File: src/rtl/qspi_cs_sequencer_if.sv
// Request, configuration, controller and status signals of the QSPI chip-select sequencer.
// The sequencer sits on the slave modport; whoever issues requests uses the master modport.
interface qspi_cs_sequencer_if #(
    parameter int unsigned NSLAVE        = 4,
    parameter int unsigned DIVIDER_WIDTH = 8,
    parameter int unsigned TIMING_WIDTH  = 4
);
    localparam int unsigned SEL_W = $clog2(NSLAVE);
    localparam int unsigned CFG_W = 2 + DIVIDER_WIDTH + 3 * TIMING_WIDTH;

    logic                     cfg_we;
    logic [SEL_W-1:0]         cfg_sel;
    logic [CFG_W-1:0]         cfg_wdata;
    logic                     req_valid;
    logic [SEL_W-1:0]         req_cs;
    logic                     req_ready;
    logic                     req_err;
    logic                     ctrl_start;
    logic                     ctrl_cpol;
    logic                     ctrl_cpha;
    logic [DIVIDER_WIDTH-1:0] ctrl_dvsr;
    logic                     ctrl_done;
    logic [NSLAVE-1:0]        cs_n;
    logic                     busy;
    logic                     xfer_done;
    logic                     xfer_timeout;

    modport master (
        output cfg_we, cfg_sel, cfg_wdata, req_valid, req_cs, ctrl_done,
        input  req_ready, req_err, ctrl_start, ctrl_cpol, ctrl_cpha, ctrl_dvsr,
        input  cs_n, busy, xfer_done, xfer_timeout
    );

    modport slave (
        input  cfg_we, cfg_sel, cfg_wdata, req_valid, req_cs, ctrl_done,
        output req_ready, req_err, ctrl_start, ctrl_cpol, ctrl_cpha, ctrl_dvsr,
        output cs_n, busy, xfer_done, xfer_timeout
    );
endinterface

File: src/rtl/qspi_cs_sequencer.sv
// Multi-slave chip-select sequencer: per-slave mode/divider/CS-timing table, one transfer at a
// time through setup, start, wait-for-done (with watchdog), hold and inter-transfer gap.
module qspi_cs_sequencer #(
    parameter int unsigned NSLAVE         = 4,
    parameter int unsigned DIVIDER_WIDTH  = 8,
    parameter int unsigned TIMING_WIDTH   = 4,
    parameter int unsigned TIMEOUT_CYCLES = 4096
) (
    input logic                clk,
    input logic                reset,
    qspi_cs_sequencer_if.slave bus
);
    localparam int unsigned SEL_W = $clog2(NSLAVE);
    localparam int unsigned CFG_W = 2 + DIVIDER_WIDTH + 3 * TIMING_WIDTH;
    localparam int unsigned WD_W  = $clog2(TIMEOUT_CYCLES + 1);

    localparam logic [SEL_W:0]        NSLAVE_L = NSLAVE[SEL_W:0];
    localparam logic [WD_W-1:0]       WD_LAST  = WD_W'(TIMEOUT_CYCLES - 1);
    localparam logic [TIMING_WIDTH-1:0] CNT_ONE = TIMING_WIDTH'(1);

    typedef struct packed {
        logic                     cpol;
        logic                     cpha;
        logic [DIVIDER_WIDTH-1:0] dvsr;
        logic [TIMING_WIDTH-1:0]  t_setup;
        logic [TIMING_WIDTH-1:0]  t_hold;
        logic [TIMING_WIDTH-1:0]  t_gap;
    } cfg_t;

    localparam cfg_t CFG_RESET = '{
        cpol:    1'b0,
        cpha:    1'b0,
        dvsr:    DIVIDER_WIDTH'(1),
        t_setup: TIMING_WIDTH'(1),
        t_hold:  TIMING_WIDTH'(1),
        t_gap:   TIMING_WIDTH'(1)
    };

    typedef enum logic [2:0] {StIdle, StSetup, StStart, StXfer, StHold, StGap} state_e;

    state_e                  state_q, state_d;
    cfg_t                    cfg_tbl_q [NSLAVE];
    cfg_t                    cur_q, cur_d;
    logic [SEL_W-1:0]        sel_q, sel_d;
    logic [TIMING_WIDTH-1:0] cnt_q, cnt_d;
    logic [WD_W-1:0]         wd_q, wd_d;
    logic                    ok_q, ok_d;
    logic [NSLAVE-1:0]       cs_n_q, cs_n_d;
    logic                    req_err_q, req_err_d;
    logic                    xfer_done_q, xfer_done_d;
    logic                    xfer_timeout_q, xfer_timeout_d;
    logic                    cfg_sel_ok, req_cs_ok, cs_active;

    assign cfg_sel_ok = {1'b0, bus.cfg_sel} < NSLAVE_L;
    assign req_cs_ok  = {1'b0, bus.req_cs} < NSLAVE_L;

    // Accept reads the registered table, so a same-edge write is seen only by later requests.
    always_ff @(posedge clk or posedge reset) begin
        if (reset) begin
            for (int i = 0; i < int'(NSLAVE); i++) begin
                cfg_tbl_q[i] <= CFG_RESET;
            end
        end else if (bus.cfg_we && cfg_sel_ok) begin
            cfg_tbl_q[bus.cfg_sel] <= cfg_t'(bus.cfg_wdata);
        end
    end

    always_ff @(posedge clk or posedge reset) begin
        if (reset) begin
            state_q        <= StIdle;
            cur_q          <= CFG_RESET;
            sel_q          <= '0;
            cnt_q          <= '0;
            wd_q           <= '0;
            ok_q           <= 1'b0;
            cs_n_q         <= '1;
            req_err_q      <= 1'b0;
            xfer_done_q    <= 1'b0;
            xfer_timeout_q <= 1'b0;
        end else begin
            state_q        <= state_d;
            cur_q          <= cur_d;
            sel_q          <= sel_d;
            cnt_q          <= cnt_d;
            wd_q           <= wd_d;
            ok_q           <= ok_d;
            cs_n_q         <= cs_n_d;
            req_err_q      <= req_err_d;
            xfer_done_q    <= xfer_done_d;
            xfer_timeout_q <= xfer_timeout_d;
        end
    end

    always_comb begin
        state_d        = state_q;
        cur_d          = cur_q;
        sel_d          = sel_q;
        cnt_d          = cnt_q;
        wd_d           = wd_q;
        ok_d           = ok_q;
        req_err_d      = 1'b0;
        xfer_done_d    = 1'b0;
        xfer_timeout_d = 1'b0;

        unique case (state_q)
            StIdle: begin
                if (bus.req_valid) begin
                    if (req_cs_ok) begin
                        sel_d = bus.req_cs;
                        cur_d = cfg_tbl_q[bus.req_cs];
                        if (cur_d.t_setup != '0) begin
                            state_d = StSetup;
                            cnt_d   = cur_d.t_setup;
                        end else begin
                            state_d = StStart;
                        end
                    end else begin
                        req_err_d = 1'b1;
                    end
                end
            end
            StSetup: begin
                if (cnt_q == CNT_ONE) state_d = StStart;
                else                  cnt_d   = cnt_q - CNT_ONE;
            end
            StStart: begin
                state_d = StXfer;
                wd_d    = '0;
            end
            StXfer: begin
                // ctrl_done wins over a watchdog expiry in the same cycle.
                if (bus.ctrl_done || wd_q == WD_LAST) begin
                    ok_d           = bus.ctrl_done;
                    xfer_timeout_d = !bus.ctrl_done;
                    if (cur_q.t_hold != '0) begin
                        state_d = StHold;
                        cnt_d   = cur_q.t_hold;
                    end else begin
                        xfer_done_d = bus.ctrl_done;
                        if (cur_q.t_gap != '0) begin
                            state_d = StGap;
                            cnt_d   = cur_q.t_gap;
                        end else begin
                            state_d = StIdle;
                        end
                    end
                end else begin
                    wd_d = wd_q + WD_W'(1);
                end
            end
            StHold: begin
                if (cnt_q == CNT_ONE) begin
                    xfer_done_d = ok_q;
                    if (cur_q.t_gap != '0) begin
                        state_d = StGap;
                        cnt_d   = cur_q.t_gap;
                    end else begin
                        state_d = StIdle;
                    end
                end else begin
                    cnt_d = cnt_q - CNT_ONE;
                end
            end
            StGap: begin
                if (cnt_q == CNT_ONE) state_d = StIdle;
                else                  cnt_d   = cnt_q - CNT_ONE;
            end
            default: state_d = StIdle;
        endcase

        // cs_n is registered from the next state so it never glitches and only one bit is low.
        cs_active = state_d inside {StSetup, StStart, StXfer, StHold};
        cs_n_d    = cs_active ? ~(NSLAVE'(1) << sel_d) : '1;
    end

    assign bus.req_ready    = (state_q == StIdle) && !reset;
    assign bus.req_err      = req_err_q;
    assign bus.ctrl_start   = (state_q == StStart);
    assign bus.ctrl_cpol    = cur_q.cpol;
    assign bus.ctrl_cpha    = cur_q.cpha;
    assign bus.ctrl_dvsr    = cur_q.dvsr;
    assign bus.cs_n         = cs_n_q;
    assign bus.busy         = (state_q != StIdle);
    assign bus.xfer_done    = xfer_done_q;
    assign bus.xfer_timeout = xfer_timeout_q;

    cs_onehot_a: assert property (@(posedge clk) disable iff (reset) $countones(~cs_n_q) <= 1);
endmodule

File: src/flat_wrapper.sv
// flat-port wrapper written by rule: the top's interface ports become plain ports
module qspi_cs_sequencer_flat 
#(
    parameter int unsigned NSLAVE         = 4,
    parameter int unsigned DIVIDER_WIDTH  = 8,
    parameter int unsigned TIMING_WIDTH   = 4,
    parameter int unsigned TIMEOUT_CYCLES = 4096
)
  (clk, reset, bus_cfg_we, bus_cfg_sel, bus_cfg_wdata, bus_req_valid, bus_req_cs, bus_ctrl_done, bus_req_ready, bus_req_err, bus_ctrl_start, bus_ctrl_cpol, bus_ctrl_cpha, bus_ctrl_dvsr, bus_cs_n, bus_busy, bus_xfer_done, bus_xfer_timeout);
  qspi_cs_sequencer_if #(.NSLAVE(NSLAVE), .DIVIDER_WIDTH(DIVIDER_WIDTH), .TIMING_WIDTH(TIMING_WIDTH)) bus_i ();
  input logic clk;
  input logic reset;
  input wire logic [$bits(bus_i.cfg_we)-1:0] bus_cfg_we;
  input wire logic [$bits(bus_i.cfg_sel)-1:0] bus_cfg_sel;
  input wire logic [$bits(bus_i.cfg_wdata)-1:0] bus_cfg_wdata;
  input wire logic [$bits(bus_i.req_valid)-1:0] bus_req_valid;
  input wire logic [$bits(bus_i.req_cs)-1:0] bus_req_cs;
  input wire logic [$bits(bus_i.ctrl_done)-1:0] bus_ctrl_done;
  output wire logic [$bits(bus_i.req_ready)-1:0] bus_req_ready;
  output wire logic [$bits(bus_i.req_err)-1:0] bus_req_err;
  output wire logic [$bits(bus_i.ctrl_start)-1:0] bus_ctrl_start;
  output wire logic [$bits(bus_i.ctrl_cpol)-1:0] bus_ctrl_cpol;
  output wire logic [$bits(bus_i.ctrl_cpha)-1:0] bus_ctrl_cpha;
  output wire logic [$bits(bus_i.ctrl_dvsr)-1:0] bus_ctrl_dvsr;
  output wire logic [$bits(bus_i.cs_n)-1:0] bus_cs_n;
  output wire logic [$bits(bus_i.busy)-1:0] bus_busy;
  output wire logic [$bits(bus_i.xfer_done)-1:0] bus_xfer_done;
  output wire logic [$bits(bus_i.xfer_timeout)-1:0] bus_xfer_timeout;
  assign bus_i.cfg_we = bus_cfg_we;
  assign bus_i.cfg_sel = bus_cfg_sel;
  assign bus_i.cfg_wdata = bus_cfg_wdata;
  assign bus_i.req_valid = bus_req_valid;
  assign bus_i.req_cs = bus_req_cs;
  assign bus_i.ctrl_done = bus_ctrl_done;
  assign bus_req_ready = bus_i.req_ready;
  assign bus_req_err = bus_i.req_err;
  assign bus_ctrl_start = bus_i.ctrl_start;
  assign bus_ctrl_cpol = bus_i.ctrl_cpol;
  assign bus_ctrl_cpha = bus_i.ctrl_cpha;
  assign bus_ctrl_dvsr = bus_i.ctrl_dvsr;
  assign bus_cs_n = bus_i.cs_n;
  assign bus_busy = bus_i.busy;
  assign bus_xfer_done = bus_i.xfer_done;
  assign bus_xfer_timeout = bus_i.xfer_timeout;
  qspi_cs_sequencer #(.NSLAVE(NSLAVE), .DIVIDER_WIDTH(DIVIDER_WIDTH), .TIMING_WIDTH(TIMING_WIDTH), .TIMEOUT_CYCLES(TIMEOUT_CYCLES)) u_core (.clk(clk), .reset(reset), .bus(bus_i));
endmodule
File: config.mk
export PLATFORM = sky130hd
export DESIGN_NAME = qspi_cs_sequencer_flat
export DESIGN_NICKNAME = d
export VERILOG_FILES = /design/src/rtl/qspi_cs_sequencer_if.sv /design/src/rtl/qspi_cs_sequencer.sv /design/src/flat_wrapper.sv
export SDC_FILE = /design/constraint.sdc
export NUM_CORES = 1
export LEC_CHECK = 0
export BUFFER_PORTS_ARGS = -buffer_cell sky130_fd_sc_hd__buf_2
export CAP_MARGIN = 20
export CORE_ASPECT_RATIO = 0.6
export CORE_MARGIN = 2
export CORE_UTILIZATION = 64
export CTS_CLUSTER_DIAMETER = 60
export CTS_CLUSTER_SIZE = 30
export DETAILED_ROUTE_END_ITERATION = 12
export PLACE_DENSITY = 0.94
export SLEW_MARGIN = 20
export SYNTH_ARGS = -nofsm -noshare
export SYNTH_HDL_FRONTEND = slang
export SYNTH_SLANG_ARGS = --single-unit
export TNS_END_PERCENT = 10
File: constraint.sdc
create_clock -name clk -period 11.62 [get_ports clk]
set_input_delay 0.581 -clock clk [delete_from_list [all_inputs] [get_ports clk]]
set_output_delay 0.581 -clock clk [all_outputs]
set_load 0.05 [all_outputs]
Word-level counts from Yosys, hierarchy flattened
Index checks and enable logic that the tools add are counted.
Storage, ports and cells
  bits in registers: 135
  latch bits: 0
  RAM bits: 0
  bits in read-only memories: 0
  bits of input ports: 31
  output and inout port bits: 20
  memories: 0
Operators by class
  add/subtract/negate cells: 2
  $mul: 0
  div/mod/pow operators: 0
  magnitude comparators: 3
  equality and inequality tests: 16
  shifts and indexed selects: 1
  muxes and demuxes: 34
  bitwise logic cells: 3
  reduce and logical (&&, ||, !) cells: 18
Operator list (number)
  88-bit bitwise mux: 1
  22-bit 2-to-1 mux: 3
  22-bit binary-select mux with 2-bit select: 1
  22-bit demux with 2-bit select: 1
  4-bit 2-to-1 mux: 8
  13-bit case mux with 2 select lines: 1
  3-bit 2-to-1 mux: 7
  4-bit nonzero test: 5
  3-bit case mux with 6 select lines: 1
  4-bit case mux with 4 select lines: 1
  13-bit by 1-bit adder with 13-bit output, second input constant: 1
  13-bit by 12-bit == test with 1-bit output, second input constant: 1
  13-bit 2-to-1 mux: 1
  3-bit by 2-bit == test with 1-bit output, second input constant: 4
  3-bit == test, second input constant: 3
  3-bit by 1-bit == test with 1-bit output, second input constant: 2
  3-bit greater-or-equal comparator, second input constant: 2
  2-bit 2-to-1 mux: 3
  2-bit != test, second input constant: 3
  2-bit inverter with 3-bit output: 2
  2-bit AND reduction: 3
  1-bit 2-to-1 mux: 5
  5-bit AND reduction: 1
  4-bit by 1-bit == test with 1-bit output, second input constant: 1
  13 further kinds: 16

Depth between registers and ports, before layout
  word-level depth: 11
  depth in mapped cells: 8

Least setup slack after synthesis
OpenSTA, ideal clock, no wires.
  kind: flip-flop to output port
  from: register u_core.state_q[0]
  to: output bus_req_ready
  data arrival time: 1899 ps
  path slack: 9140 ps
  stages on the path, launching flop included: 5
  path buffers: 1
  cells stage by stage: dfrtp_1 -> clkbuf_1 -> nor2_1 -> nand2_1 -> nor2_1
On the way
  word-level cells in the longest chain between the ends: 2
RTL lines
  from (decl): line qspi_cs_sequencer.sv:41  | state_e state_q, state_d;
  from (signal assigned): line qspi_cs_sequencer.sv:70  | state_q <= StIdle;
  from (signal assigned): line qspi_cs_sequencer.sv:81  | state_q <= state_d;
  3-bit logical NOT: line qspi_cs_sequencer.sv:176  | assign bus.req_ready = (state_q == StIdle) && !reset;
  1-bit logical AND: line qspi_cs_sequencer.sv:176
  to (decl): line flat_wrapper.sv:19  | output wire logic [$bits(bus_i.req_ready)-1:0] bus_req_ready;
No other way between the ends.

Final worst setup path
  from: register u_core.state_q[0]
  to: output bus_ctrl_start
On the way
  word-level cells in the longest chain between the ends: 1
RTL lines
  3-bit by 2-bit == test with 1-bit output: line qspi_cs_sequencer.sv:178  | assign bus.ctrl_start = (state_q == StStart);
  to (decl): line flat_wrapper.sv:21  | output wire logic [$bits(bus_i.ctrl_start)-1:0] bus_ctrl_start;
No other way between the ends.

==> out/results.ini <==
[synthesis]
synth_seq_area_share = 0.533
synth-edff-count = 0
synth_top_area_frac = 0.439
yosys_register_bits = 135
synth_warnings = 0
synth_nets = 517
async_flop_share = 1.00
synth_common_cells = dfrtp_1 (112), mux2_2 (98), nand2_1 (39)
synth_cells = 483
syn_area_per_cell_um2 = 13.2
ys.flop_type = dfrtp_1
synth_area_um2 = 6390
yosysTopAreaCell = dfrtp_1
yosysMostFrequentCell = dfrtp_1
synth.area.top_cells = dfrtp_1 (44%), mux2_2 (17%), dfstp_2 (9.5%)
synth_cell_types = 53

[worst_setup_path]
crit_arrival_ps = 2380
critPathCaptureType = primary output
crit_family = simple AND/OR/NAND/NOR gates
critPathKind = register to primary output
critPathBufInv = 2
crit_cells = 4
cp-start-kind = register
worst-r2r-setup-slack_ps = 9090
path_cells = nor2_1 > nand2_1 > inv_1 > buf_2
worst_path_max_delay_cell = dfrtp_1
r2r_end = u_core.bus.cs_n[2]$_DFF_PP1_
crit_required_ps = 11040
reg2reg_depth = 7
cp_max_fo = 16
max_stage_delay_ps = 590
r2r_start = u_core.cnt_q[1]$_DFFE_PP0P_

[power]
ir_drop_mv = 0.201
p_int_mw = 1.21
cellLeakagePower_nw = 3.17
seqPwrFrac = 0.395
power_switching_share = 0.351
power.share.clock = 0.291
combPwrFrac = 0.314
p_per_area_nw_per_um2 = 256
net-switching-power_uw = 655

[cts]
cts_tree = built
cts_max_path_buffers = 2
clk_pin_slew_ps = 50
cts.sinks = 135
postCtsSetupBuffers = 0
numCtsBuffers = 17
clk_latency_ps = 410
cts-root-buf = clkbuf_16
htreeDepth = 4
post_cts_resized = 0
cts_hold_buf = 0

[timing]
slew_viol_final = 0
fin_tns_setup_ps = 0
fmaxAchievable_ghz = 0.338
finalHoldViolCount = 0
period_minus_slack_ps = 2960
relSlewSlack = 0.419
min_period_over_period = 0.255
tightest_slew_ps = 859
fin_worst_skew_ps = 6.10
rsz0062_at_grt = false
setup_violations = 0

[route]
routed_via_density = 6.34
wirelength_mm = 14.2
route.detailed.wl_per_inst_um = 21.1
drt-initial-drc-count = 420
vias = 4260
ant_nets = 0
drcViolationCount = 0
dr.pass1.iters = 4

[finish]
design_area_um2 = 7310
post-route-util = 0.747
fin_nets = 558
layout-drive-gt1-share = 0.445
syn2layout_area_growth_pct = 14.3
diodes = 0

[grt]
antenna_found_initial = 0
grt_usage = 0.280
grt_max_degree = 87
grt_pass1_wl_mm = 22.8
grt_pass1_vias = 4501
gr-usage-met2 = 0.448
overflow = 0
use_met3 = 0.0936
grt.met1_usage = 0.361
grt-busiest-layer = met2

[placement]
gp_congestion = 0.904
io_buffers = 49
post-dp-hpwl_mm = 9.00
dpl_cell_area_um2 = 6700

[floorplanning]
initial_core_util = 0.654
dieArea_um2 = 10800
die_w_um = 133
rows = 28
core_area_um2 = 9770
die_h_um = 81.4
ios = 51

[job]
max_cap_viol_count = 0

[run_status]
outcome = finished, final reports clean

[hold_path]
hp-class = input port to async pin

-- how the worst max path moves through the flow --
stage,from,end,slack (ps)
after floorplan,reset,u_core.bus.ctrl_cpha$_DFFE_PP0P_,7470
after global placement,bus_req_cs[0],u_core.cnt_q[1]$_DFFE_PP0P_,8660
after detailed placement,bus_req_cs[0],u_core.cnt_q[3]$_DFFE_PP0P_,8600
after CTS,u_core.state_q[0]$_DFF_PP0_,bus_ctrl_start,8720
after global routing,u_core.state_q[0]$_DFF_PP0_,bus_ctrl_start,8460
final,u_core.state_q[0]$_DFF_PP0_,bus_ctrl_start,8660
-- registers in the layout, summed over array words and instances, names as in the netlist --
name,count
u_core.cfg_tbl_q,88
u_core.bus.cs_n,4
u_core.state_q,3
u_core.cur_q,8
u_core.wd_q,13
u_core.cnt_q,4
u_core.bus.ctrl_cpha,1
u_core.bus.xfer_timeout,1
u_core.ok_q,1
u_core.sel_q,2
u_core.bus.ctrl_dvsr,8
u_core.bus.ctrl_cpol,1
u_core.bus.xfer_done,1
-- stage by stage --
stage | power (mW) | setup slack, ps | hold slack [ps] | cells
floorplan | 1.18 | 7470 | 446 | 483
global placement | 1.26 | 8660 | 481 | 640
detailed placement | 1.31 | 8600 | 490 | 640
CTS | 1.86 | 8720 | 273 | 672
global route | 1.95 | 8460 | 308 | 672
finish | 1.87 | 8660 | 254 | 672
-- routing by layer --
layer  up-vias  wire (um)  share of wire
met1      2196       6170           0.43
met3        27       1040          0.073
met4         0        224          0.016
met5         -          0              0
li1       1856          -              -
met2       181       6770           0.48
-- cell type report --
cell class,instances,area [um2]
clock buffers,23,478
clock inverters,9,123
fillers,595,2470
inverters,14,55.1
multi-input cells,301,2780
flip-flops and latches,135,3410
well taps,135,169
repair buffers,55,294
-- power by group through the flow --
stage | Combinational, mW | Clock [mW] | Sequential (mW)
floorplan | 0.474 | 0 | 0.704
global placement | 0.545 | 0 | 0.720
detailed placement | 0.573 | 0 | 0.734
CTS | 0.584 | 0.546 | 0.731
global route | 0.629 | 0.567 | 0.752
finish | 0.587 | 0.543 | 0.737
-- cells in the final DEF (no fill, tap or decap), types with 4 or more instances in the layout --
cell type / synthesis / final
buf_4: 9 / 5
buf_2: 5 / 49
inv_1: 14 / 13
mux4_2: 22 / 22
or4_1: 5 / 5
clkinv_2: 0 / 5
o21ai_0: 10 / 10
mux2_2: 98 / 98
nor4_1: 5 / 5
nor2_1: 21 / 21
mux2i_1: 9 / 9
nand3b_1: 5 / 5
o31ai_1: 6 / 6
nand2_1: 39 / 39
clkbuf_16: 0 / 17
nand3_1: 13 / 13
nor4b_1: 4 / 4
dfstp_2: 23 / 23
dfrtp_1: 112 / 112
a21oi_1: 11 / 11
-- cells by family after synthesis --
kind of cell,after synthesis,share of synthesized area
simple gates,110,0.0901
flops,135,0.533
xor+xnor,3,0.00411
compound gates,52,0.0609
mux,132,0.271
fa+ha+maj,3,0.00587
buf+inv,47,0.0339
other cells,1,0.000587
Note: power is estimated with default switching activity, not from simulation.
